### src/rtl/rxdata_pkg.sv
// Shared types and ASCII constants for the rxdata hex-line parser.
package rxdata_pkg;

   typedef enum logic [2:0] {
      IDLE,
      ZERO,
      PFX,
      DIG,
      DISCARD
   } state_t;

   localparam logic [7:0] CHR_CR   = 8'h0D;
   localparam logic [7:0] CHR_LF   = 8'h0A;
   localparam logic [7:0] CHR_0    = 8'h30;
   localparam logic [7:0] CHR_X_LO = 8'h78;
   localparam logic [7:0] CHR_X_UP = 8'h58;

   localparam logic [3:0] MAX_DIGITS = 4'd8;

   function automatic logic is_term(input logic [7:0] ch);
      return (ch == CHR_CR) || (ch == CHR_LF);
   endfunction

   function automatic logic is_prefix(input logic [7:0] ch);
      return (ch == CHR_X_LO) || (ch == CHR_X_UP);
   endfunction

endpackage

### src/rtl/rxdata_hexdecode.sv
// Combinational ASCII hex-digit classifier: flags 0-9/a-f/A-F and yields the nibble.
module hexdecode (
   input  logic [7:0] ascii,
   output logic       is_hex,
   output logic [3:0] nibble
);

   // Letters 'a'/'A' sit at xx1 in their low nibble, so adding 9 maps them to 10..15.
   always_comb begin
      is_hex = 1'b0;
      nibble = 4'h0;
      if ((ascii >= 8'h30) && (ascii <= 8'h39)) begin
         is_hex = 1'b1;
         nibble = ascii[3:0];
      end else if (((ascii >= 8'h41) && (ascii <= 8'h46)) ||
                   ((ascii >= 8'h61) && (ascii <= 8'h66))) begin
         is_hex = 1'b1;
         nibble = ascii[3:0] + 4'd9;
      end
   end

endmodule

### src/rtl/rxdata.sv
// Parses "0x" + 1..8 hex digits + CR/LF lines from rxuart into 32-bit words.
// Define RXDATA_BARE_HEX_EN to make the "0x" prefix optional.
module rxdata
   import rxdata_pkg::*;
(
   input  logic        i_clk,
   input  logic        i_reset,
   input  logic        i_stb,
   input  logic [7:0]  i_byte,
   output logic        o_stb,
   output logic [31:0] o_data,
   output logic        o_err,
   output logic        o_busy
);

   state_t      state;
   logic [31:0] acc;
   logic [3:0]  count;
   logic        is_hex;
   logic [3:0]  nibble;
   logic        term;

   hexdecode u_hexdecode (
      .ascii  (i_byte),
      .is_hex (is_hex),
      .nibble (nibble)
   );

   assign term = is_term(i_byte);

   // o_busy is written alongside every state change so it always mirrors state != IDLE.
   always_ff @(posedge i_clk) begin
      if (i_reset) begin
         state  <= IDLE;
         acc    <= 32'h0;
         count  <= 4'd0;
         o_stb  <= 1'b0;
         o_err  <= 1'b0;
         o_data <= 32'h0;
         o_busy <= 1'b0;
      end else begin
         o_stb <= 1'b0;
         o_err <= 1'b0;
         if (i_stb) begin
            case (state)
               IDLE: begin
                  if (i_byte == CHR_0) begin
                     state  <= ZERO;
                     o_busy <= 1'b1;
                  end else if (term) begin
                     state  <= IDLE;
                     o_busy <= 1'b0;
`ifdef RXDATA_BARE_HEX_EN
                  end else if (is_hex) begin
                     state  <= DIG;
                     acc    <= {28'h0, nibble};
                     count  <= 4'd1;
                     o_busy <= 1'b1;
`endif
                  end else begin
                     state  <= DISCARD;
                     o_busy <= 1'b1;
                  end
               end

               ZERO: begin
                  if (is_prefix(i_byte)) begin
                     state  <= PFX;
                     o_busy <= 1'b1;
                  end else if (term) begin
                     state  <= IDLE;
                     o_busy <= 1'b0;
`ifdef RXDATA_BARE_HEX_EN
                     o_stb  <= 1'b1;
                     o_data <= 32'h0;
                  end else if (is_hex) begin
                     // The leading '0' already consumed one of the digit slots.
                     state  <= DIG;
                     acc    <= {28'h0, nibble};
                     count  <= 4'd2;
                     o_busy <= 1'b1;
`else
                     o_err  <= 1'b1;
`endif
                  end else begin
                     state  <= DISCARD;
                     o_busy <= 1'b1;
                  end
               end

               PFX: begin
                  if (is_hex) begin
                     state  <= DIG;
                     acc    <= {28'h0, nibble};
                     count  <= 4'd1;
                     o_busy <= 1'b1;
                  end else if (term) begin
                     state  <= IDLE;
                     o_err  <= 1'b1;
                     o_busy <= 1'b0;
                  end else begin
                     state  <= DISCARD;
                     o_busy <= 1'b1;
                  end
               end

               DIG: begin
                  if (is_hex && (count < MAX_DIGITS)) begin
                     acc    <= {acc[27:0], nibble};
                     count  <= count + 4'd1;
                     o_busy <= 1'b1;
                  end else if (term) begin
                     state  <= IDLE;
                     o_data <= acc;
                     o_stb  <= 1'b1;
                     o_busy <= 1'b0;
                  end else begin
                     state  <= DISCARD;
                     o_busy <= 1'b1;
                  end
               end

               DISCARD: begin
                  if (term) begin
                     state  <= IDLE;
                     o_err  <= 1'b1;
                     o_busy <= 1'b0;
                  end
               end

               default: begin
                  state  <= IDLE;
                  o_busy <= 1'b0;
               end
            endcase
         end
      end
   end

endmodule
### config.mk
export PLATFORM = sky130hd
export DESIGN_NAME = rxdata
export DESIGN_NICKNAME = d
export VERILOG_FILES = /design/src/rtl/rxdata_pkg.sv /design/src/rtl/rxdata_hexdecode.sv /design/src/rtl/rxdata.sv
export SDC_FILE = /design/constraint.sdc
export NUM_CORES = 1
export LEC_CHECK = 0
export CORE_ASPECT_RATIO = 1.2
export CORE_MARGIN = 1
export CORE_UTILIZATION = 48
export CTS_CLUSTER_DIAMETER = 80
export DETAILED_ROUTE_END_ITERATION = 12
export HOLD_SLACK_MARGIN = 0.06
export PLACE_DENSITY = 0.87
export SLEW_MARGIN = 10
export SYNTH_ARGS = -nofsm -noshare
export SYNTH_HDL_FRONTEND = slang
export SYNTH_SLANG_ARGS = --single-unit
### constraint.sdc
create_clock -name i_clk -period 1.57 [get_ports i_clk]
set_input_delay 0.157 -clock i_clk [delete_from_list [all_inputs] [get_ports i_clk]]
set_output_delay 0.157 -clock i_clk [all_outputs]
set_load 0.005 [all_outputs]
* Yosys cells after proc, flatten, opt, wreduce, memory -nomap -nowiden
Cells that the tools add are included.
Word-level totals: bits in registers 74, bits of input ports 11, output and inout bits 35
Cells by class: order comparisons 7, add/subtract/negate cells 2, muxes and demuxes 28, equal/unequal tests 13, reduce and logical (&&, ||, !) cells 15, bitwise gates (word level) 3
Operators by type and width (count):
- two-way mux 32 bit | 2
- case mux 32 bit (2 select lines) | 1
- two-way mux 3 bit | 6
- == test 8 x 4 -> 1 bit (second input constant) | 2
- == test 8 x 7 -> 1 bit (second input constant) | 2
- greater-or-equal comparator 8 x 7 -> 1 bit (second input constant) | 2
- less-or-equal comparator 8 x 7 -> 1 bit (second input constant) | 2
- two-way mux 4 bit | 4
- case mux 3 bit (5 select lines) | 1
- two-way mux 1 bit | 11
- == test 8 x 6 -> 1 bit (second input constant) | 1
- greater-or-equal comparator 8 x 6 -> 1 bit (second input constant) | 1
- less-or-equal comparator 8 x 6 -> 1 bit (second input constant) | 1
- inequality test 2 bit (second input constant) | 4
- case mux 4 bit (2 select lines) | 1
- AND reduction 4 bit | 2
- == test 3 x 2 -> 1 bit (second input constant) | 2
- case mux 1 bit (5 select lines) | 1
- adder 4 x 1 -> 4 bit (second input constant) | 1
- adder 4 bit (second input constant) | 1
- logical AND 1 bit | 4
- less-than comparator 4 bit (second input constant) | 1
- OR reduction 4 bit | 1
- == test 3 x 1 -> 1 bit (second input constant) | 1
- other kinds (9) | 13

* Depth between registers and ports, before layout
Gate-level depths: netlist of run 1.
depth in word-level cells 8, gate-level depth with buffers 10

* Modules after synthesis
From an unflattened synthesis of run 1, not the netlist that was laid out.
Second synthesis, totals: cell total of the unflattened synthesis 379, area total of the unflattened synthesis 3296.9 sq um
By module, submodules not included:
- rxdata | area an instance 3093.0 sq um, cells an instance 354, times used 1, sequential area each 1481.4 sq um
- hexdecode | area an instance 203.9 sq um, cells an instance 25, times used 1, sequential area each 0.0 sq um

* Worst setup path before layout of run 1
No wires, ideal clock.
path type input port to flip-flop, from input i_byte[1], to register o_data[0], setup slack -83 ps, setup time 131 ps, stages 10, data arrival time 1522 ps, path buffers 3, path through inv_1 -> ha_1 -> mux2_1 -> and3_1 -> buf_2 -> and3_1 -> buf_2 -> buf_6 -> nand2_1 -> a21oi_2
Between the ends: cells in the longest elaborated chain, start to end 8, elaborated cells between the ends (all ways) 18, those cells by class order compare (6); eq/ne (2); mux (2); bitwise (1); reduce/logical (7)
RTL lines:
- start: declaration | RTL line rxdata.sv:9 | input logic [7:0] i_byte,
- greater-or-equal comparator 8 x 7 -> 1 bit (tied with other cells) | RTL line rxdata_hexdecode.sv:15 | end else if (((ascii >= 8'h41) && (ascii <= 8'h46)) ||
- logical AND 1 bit, on equally long branches | RTL line rxdata_hexdecode.sv:15, rxdata_hexdecode.sv:16
- logical OR 1 bit | RTL line rxdata_hexdecode.sv:15
- two-way mux 1 bit | RTL line rxdata_hexdecode.sv:15
- two-way mux 1 bit | RTL line rxdata_hexdecode.sv:12 | if ((ascii >= 8'h30) && (ascii <= 8'h39)) begin
- logical AND 1 bit | RTL line rxdata.sv:108 | if (is_hex && (count < MAX_DIGITS)) begin
- inverter 1 bit (no source line)
- AND reduction 4 bit (no source line) *
- end signal: assignment | RTL line rxdata.sv:39 | o_data <= 32'h0;
- end signal: assignment | RTL line rxdata.sv:114 | o_data <= acc;
- end: declaration | RTL line rxdata.sv:11 | output logic [31:0] o_data,
Every way passes the cells marked *; elsewhere a longest branch is shown, timed or not. A chain may end at the register's enable or synchronous reset.

* Worst setup path in the final report of run 1
from register state[2], to register acc[11]
Between the ends: cells in the longest elaborated chain, start to end 3, elaborated cells between the ends (all ways) 7, those cells by class eq/ne (4); mux (1); reduce/logical (2)
RTL lines:
- start: declaration | RTL line rxdata.sv:16 | state_t state;
- start signal: assignment | RTL line rxdata.sv:34 | state <= IDLE;
- start signal: assignment | RTL line rxdata.sv:48 | state <= ZERO;
- start signal: assignment | RTL line rxdata.sv:51 | state <= IDLE;
- == test 3 x 2 -> 1 bit | RTL line rxdata.sv:45 | case (state)
- inequality test 2 bit (no source line) or nonzero test 2 bit (tied branches)
- AND reduction 4 bit (no source line)
- end signal: assignment | RTL line rxdata.sv:94 | acc <= {28'h0, nibble};
- end signal: assignment | RTL line rxdata.sv:109 | acc <= {acc[27:0], nibble};
- end: declaration | RTL line rxdata.sv:17 | logic [31:0] acc;
Several ways; a longest one is shown, not always the timed one.

==> results of run 1 <==
-- power by group through the flow --
| stage | logic [mW] | registers, mW | clock network [mW] |
|---|---|---|---|
| floorplan | 0.0824 | 1.93 | 0 |
| global placement | 0.159 | 1.93 | 0 |
| detailed placement | 0.166 | 1.93 | 0 |
| CTS | 0.181 | 1.89 | 1.63 |
| global route | 0.207 | 1.89 | 1.73 |
| finish | 0.193 | 1.89 | 1.66 |
-- logic make-up (layout without fill, tap and decap cells) --
logic type / Yosys count / in the layout / synth area share, %
and+or+nand+nor: 175 / 178 / 26.0
buffers and inverters: 34 / 109 / 6.26
adders and majority gates: 6 / 6 / 2.41
DFF: 74 / 74 / 47.5
AOI/OAI and AO/OA: 89 / 90 / 16.8
muxes: 3 / 3 / 1.04
-- registers in the layout, summed over array words and instances, names as in the netlist --
| name | count |
|---|---|
| o_err | 1 |
| acc | 32 |
| count | 4 |
| o_stb | 1 |
| state | 3 |
| o_busy | 1 |
| o_data | 32 |
-- timing repair --
action / CTS / global route
buffers inserted: 3 / 5
gates cloned: 8 / 1
endpoints found under the hold margin: 0 / 0
pin swaps: 7 / 9
setup endpoints to repair: 73 / 72
gates resized for setup: 40 / 24
-- area by class of cell --
class	count	area [um^2]	share of cell area, %
Multi-Input combinational cell	277	1630	38.0
Clock inverter	2	60.1	1.40
Inverter	4	15.0	0.349
Sequential cell	74	1480	34.4
Clock buffer	13	159	3.70
Timing Repair Buffer	90	848	19.7
Tap cell	82	103	2.39
-- synthesized netlist by cell type, types with 2 or more instances --
| cell type | instances | area [um^2] |
|---|---|---|
| nand2_1 | 100 | 375 |
| nor2_1 | 11 | 41.3 |
| dfxtp_1 | 74 | 1480 |
| a221oi_1 | 2 | 17.5 |
| inv_1 | 4 | 15.0 |
| a21oi_1 | 63 | 315 |
| a31oi_1 | 4 | 25.0 |
| nor4_1 | 2 | 12.5 |
| nor2b_1 | 2 | 12.5 |
| nand2b_1 | 4 | 25.0 |
| nand4b_1 | 2 | 17.5 |
| o21ai_0 | 2 | 10.0 |
| and3_1 | 3 | 18.8 |
| a21o_2 | 2 | 17.5 |
| clkbuf_1 | 13 | 48.8 |
| buf_2 | 9 | 45.0 |
| buf_6 | 7 | 78.8 |
| ha_1 | 6 | 75.1 |
| o32ai_1 | 2 | 17.5 |
| o21bai_1 | 2 | 15.0 |
| nor3_1 | 6 | 30.0 |
| a211oi_1 | 3 | 22.5 |
| nand3_1 | 33 | 165 |
-- worst max-delay path: stages (launching register included) --
cell and delay (ns):
dfxtp_1 0.35, nor2b_2 0.23, nand3_4 0.15, a21oi_2 0.26
buf_6 0.18, nand3_1 0.12, a21oi_1 0.22
-- stage by stage --
step / hold slack (ns) / setup WS [ns] / area [um^2] / setup TNS (ns) / instances
detailed placement: 0.444 / -0.689 / 3760 / -39.90 / 510
global placement: 0.440 / -0.546 / 3760 / -34.53 / 510
finish: 0.133 / -0.0212 / 4300 / -0.0474 / 542
floorplan: 0.314 / 0.00293 / 3140 / 0 / 381
global route: 0.139 / -0.120 / 4300 / -0.369 / 542
CTS: 0.127 / 0.00125 / 4210 / 0 / 536
-- routing by layer --
metal,track usage (%),vias up,share of wire [%]
met1,30.8,1478,37
met2,44.8,198,52
li1,-,1459,-
met3,5.80,49,6.2
met4,15.3,0,4.8
met5,0,-,0
-- final timing paths --
check | to | slack, ns | from | cells past startpoint
max | acc[11] | -0.02 | state[2] | 6
min | o_busy | 0.13 | i_reset | 2
min reg2reg | o_data[4] | 0.45 | o_data[4] | 2
max reg2reg | acc[11] | -0.02 | state[2] | 6
==> key figures, run 1 <==
Setup path
  – Worst setup EP type: register
  – CP Launch Type: register
  – Crit path required time: 1.84 ns
  – Worst Setup Path Type: register to register
  – Crit-path max FO: 6
  – Worst EP arrival: 1.86 ns

Timing
  – Fin Clk Skew: 0.00712 ns
  – Min Clock Period, post-route: 1.59 ns
  – F_max: 628 MHz
  – # setup viols final: 3
  – Max_slew headroom: 71.7%
  – Worst Max-Slew Pin Slew: 0.422 ns
  – Final slew viol count: 0
  – Final Hold Violating Endpoints: 0
  – Period Utilization, post-route: 101%
  – Worst setup margin: -0.0212 ns

Synth
  – Mapped Nets: 398
  – Area of the mapped netlist: 3120 um^2
  – Yosys warns: 0
  – Synth Flop Type: dfxtp_1
  – EDFF count, synth: 0
  – Syn avg cell area: 8.19 um^2
  – Mapped Cells: 381
  – Async S/R FF share, synth: 0%
  – Distinct cells, synth: 48
  – Seq/Total Area, Yosys: 47.5%
  – FF+latch count, synth: 74

Route
  – Drt drc: 0
  – Post-Route WL: 9390 um
  – DR vias/cell: 5.87
  – DRT iter0 DRCs: 439
  – Detailed Routing Iterations Pass 1: 5
  – WL per Instance: 17.3 um
  – Routed Antenna Nets: 0
  – DR vias: 3184

Global route
  – Global Route Usage Sum: 26.9%
  – Grt ovf: 0
  – Largest net degree at the start of global routing: 30
  – Antenna violations before repair: 0
  – First-pass GRT wire length: 13800 um
  – Vias in the first global route: 2933

Pwr
  – Worst ir drop on vdd: 0.603 mV
  – Comb pwr share: 5.2%
  – Sw Pwr: 0.798 mW
  – P_int: 2.94 mW
  – Leakage dissipation: 1.48 nW
  – Total power: 3.74 mW
  – Sequential share of power: 50.5%
  – Clock power share: 44.4%
  – Pwr Density: 869 nW/um^2
  – Sw Share: 21.3%

Place
  – Gp weighted congestion: 0.902
  – Dpl hpwl: 4890 um
  – IO buf count: 45

Final layout
  – Util after Layout: 69.7%
  – Fillers: 420
  – Nets@finish: 473
  – Count of inserted antenna diode cells: 0
  – Fraction of layout cells with a size suffix above 1: 23.5%
  – Most common cell after layout, fill and taps aside: nand2_1
  – Synthesis-to-finish area growth: 37.9%
  – Commonest non-fill, non-tap cells in the layout: 100 x nand2_1, 74 x dfxtp_1, 55 x a21oi_1

Hold path
  – Hold crit path type: input pin to register

Clock network
  – Num Clock Sinks: 74
  – CTS tree: yes
  – Clk slew on worst S/H paths: 0.07 ns
  – H-Tree Depth: 3
  – Clk_lat worst skew: 0.36 ns
  – Hold Buf Count CTS: 0
  – Total CTS buffers: 9
  – Root Buffer: clkbuf_8
  – Max Root-Sink Buffers: 2

Die
  – Core region area: 6170 um^2
  – Initial core utilization: 50.6%
  – Die area: 6830 um^2
  – Die Ht: 90.3 um
  – Row count: 31
  – Die W: 75.6 um
  – I/O Pins: 46

Run status
  – Status: finished, violations left
  – Failing checks: negative setup slack

Run
  – Max cap viols: 0
Note: power is estimated with default switching activity, not from simulation.
==> inputs of run 2 (changes only) <==
--- a/config.mk
+++ b/config.mk
@@ -6,7 +6,7 @@
 export NUM_CORES = 1
 export LEC_CHECK = 0
 export CORE_ASPECT_RATIO = 1.2
-export CORE_MARGIN = 1
+export CORE_MARGIN = 4
 export CORE_UTILIZATION = 48
 export CTS_CLUSTER_DIAMETER = 80
 export DETAILED_ROUTE_END_ITERATION = 12
==> key figures, run 2 (synthesis gave the netlist of run 1 again) <==
Route
  – DR vias: 3098 (-2.7%)
  – WL per Instance: 17.2 um (-0.84%)
  – Drt drc: 0 (unchanged)
  – DR vias/cell: 5.85 (-0.50%)
  – DRT iter0 DRCs: 351 (-20%)
  – Routed Antenna Nets: 0 (unchanged)
  – Post-Route WL: 9100 um (-3.0%)
  – Detailed Routing Iterations Pass 1: 6 (+1)

Global route
  – Vias in the first global route: 2837 (-3.3%)
  – Largest net degree at the start of global routing: 75 (+150%)
  – Antenna violations before repair: 0 (unchanged)
  – Global Route Usage Sum: 22.1% (-4.8 points)
  – Grt ovf: 0 (unchanged)
  – First-pass GRT wire length: 13300 um (-4.1%)

Pwr
  – Sw Share: 21.9% (+0.53 points)
  – Sequential share of power: 53.2% (+2.7 points)
  – Leakage dissipation: 1.46 nW (-1.7%)
  – Comb pwr share: 5.4% (+0.2 points)
  – P_int: 2.77 mW (-5.8%)
  – Clock power share: 41.4% (-3.0 points)
  – Worst ir drop on vdd: 0.429 mV (-29%)
  – Pwr Density: 822 nW/um^2 (-5.5%)
  – Sw Pwr: 0.776 mW (-2.8%)

Setup path
  – Worst Setup EP: acc[14]
  – Worst flop-to-flop path endpoint: count[2]
  – Crit-path max FO: 7 (+1)
  – Buffers & Inverters on Critical Path: 4 (+3)
  – CP Launch Type: input pin
  – CP max-delay cell: or3b_4
  – Critical R2R Launch: state[2]
  – Internal reg-to-reg setup slack: 0.03 ns (+0.05 ns)
  – Worst Setup Path Type: input pin to register
  – Delay-heaviest family, CP: simple AND/OR/NAND/NOR gates
  – Worst setup startpoint: i_byte[1]
  – Slowest Stage Delay on Critical Path: 0.42 ns (+0.07 ns)
  – Crit path required time: 1.84 ns (about the same)
  – Crit-path cells: clkdlybuf4s15_1 -> inv_2 -> ha_4 -> or3b_4 -> nand3_4 -> a21o_4 -> buf_4 -> buf_16 -> nand2_1 -> a21oi_1
  – Worst EP arrival: 1.83 ns (-0.03 ns)
  – Reg2reg path depth: 5 (-1)
  – Levels on crit path: 10 (+4)
  – Worst setup EP type: register

Die
  – I/O Pins: 46 (unchanged)
  – Row count: 31 (unchanged)
  – Die W: 81.6 um (+7.9%)
  – Die Ht: 96.3 um (+6.6%)
  – Die area: 7860 um^2 (+15%)
  – Core region area: 6170 um^2 (unchanged)
  – Initial core utilization: 50.6% (unchanged)

Timing
  – Period Utilization, post-route: 99.6% (-1.8 points)
  – Final Hold Violating Endpoints: 0 (unchanged)
  – Min Hold Slack: 0.208 ns (+0.0753 ns)
  – Worst setup margin: 0.00637 ns (+0.0276 ns)
  – Final slew viol count: 0 (unchanged)
  – F_max: 640 MHz (+1.8%)
  – Worst Max-Slew Pin Slew: 0.371 ns (-0.0510 ns)
  – Max_slew headroom: 75.0% (+3.4 points)
  – # setup viols final: 0 (-3)
  – Min Clock Period, post-route: 1.56 ns (-0.0276 ns)
  – Fin Clk Skew: 0.00602 ns (-0.00110 ns)

Place
  – Gp weighted congestion: 0.849 (-5.9%)
  – IO buf count: 45 (unchanged)
  – Setup WS pre-CTS: -0.628 ns (+0.0607 ns)
  – Dpl hpwl: 4660 um (-4.7%)
  – Placed Cells incl. Taps: 502 (-1.6%)

Clock network
  – Clk_lat worst skew: 0.35 ns (about the same)
  – Clk slew on worst S/H paths: 0.07 ns (about the same)
  – Total CTS buffers: 9 (unchanged)
  – CTS tree: yes
  – H-Tree Depth: 3 (unchanged)
  – Max Root-Sink Buffers: 2 (unchanged)
  – Root Buffer: clkbuf_8
  – Num Clock Sinks: 74 (unchanged)

Final layout
  – Fillers: 424 (+0.95%)
  – Top flop regs: acc x32, o_data x32, count x4
  – Commonest non-fill, non-tap cells in the layout: 99 x nand2_1, 73 x dfxtp_1, 57 x a21oi_1
  – Fin cells: 530 (-2.2%)
  – Synthesis-to-finish area growth: 38.4%
  – Fraction of layout cells with a size suffix above 1: 21.2% (-2.3 points)
  – Most common cell after layout, fill and taps aside: nand2_1
  – Count of inserted antenna diode cells: 0 (unchanged)
  – Nets@finish: 462 (-2.3%)

Run
  – Max cap viols: 0 (unchanged)

Run status
  – Status: complete, no violations

Hold path
  – Hold crit path type: input pin to register
-- run 2: cell count changes in the layout (fill, tap and decap cells not counted), sizes merged --
cell / previous run / this run
a21oi: 66 / 65
and3: 6 / 5
buf: 45 / 34
bufbuf: 1 / 0
bufinv: 2 / 1
clkinvlp: 0 / 1
dlygate4sd2: 0 / 3
dlymetal6s2s: 2 / 1
-- run 2: worst register-to-register path: stages, from the launching register on --
cell      delay (ns)
dfxtp_2         0.34
and2b_2         0.26
and2_2          0.25
buf_6           0.26
nand4b_1        0.22
a21oi_2         0.15
-- run 2: layer usage --
metal / vias to the layer above / wire length (um) / global-route usage [%]
met5: - / 0 / 0
met4: 0 / 483 / 12.2
met3: 46 / 561 / 5.15
met2: 164 / 4660 / 38.4
met1: 1457 / 3400 / 24.6
li1: 1431 / - / -
-- run 2: worst min path at each step --
stage	start	to	slack (ns)	cells after the start
after global placement	o_data[17]	o_data[17]	0.44	2
after detailed placement	o_data[12]	o_data[12]	0.44	2
final	i_reset	state[2]	0.21	3
after global routing	i_reset	state[2]	0.25	3
after floorplan	i_byte[3]	acc[3]	0.31	2
after CTS	i_reset	state[2]	0.21	3
-- run 2: through the flow --
stage | setup TNS, ns | power [mW] | utilization (%) | area [um^2]
3_3_place_gp | -34.98 | 2.09 | 60.5 | 3730
6_report | 0 | 3.55 | 70.0 | 4320
2_1_floorplan | 0 | 2.01 | - | 3140
5_1_grt | -0.108 | 3.64 | 70.0 | 4320
4_1_cts | 0 | 3.53 | 66.4 | 4100
3_5_place_dp | -39.66 | 2.09 | 60.5 | 3730
-- run 2: final cells by class --
class	count	area [um^2]	share of cell area [%]
flip-flops and latches	74	1480	34.3
well taps	82	103	2.38
repair buffers	81	898	20.8
clock inverters	2	37.5	0.870
multi-input cells	275	1630	37.7
clock buffers	12	155	3.59
inverters	4	15.0	0.348
-- run 2: power by group through the flow --
| stage | Clock (mW) | Sequential (mW) | Combinational (mW) |
|---|---|---|---|
| 2_1_floorplan | 0 | 1.93 | 0.0824 |
| 3_3_place_gp | 0 | 1.93 | 0.160 |
| 3_5_place_dp | 0 | 1.93 | 0.166 |
| 4_1_cts | 1.47 | 1.89 | 0.172 |
| 5_1_grt | 1.55 | 1.89 | 0.206 |
| 6_report | 1.47 | 1.89 | 0.192 |
-- run 2: repair_timing --
action,4_1_cts,5_1_grt
hold buffers,0,0
pin swaps,8,12
setup endpoints to repair,73,72
hold endpoints to repair,0,0
setup buffers,4,3
gates resized for setup,25,35
cloned,3,4
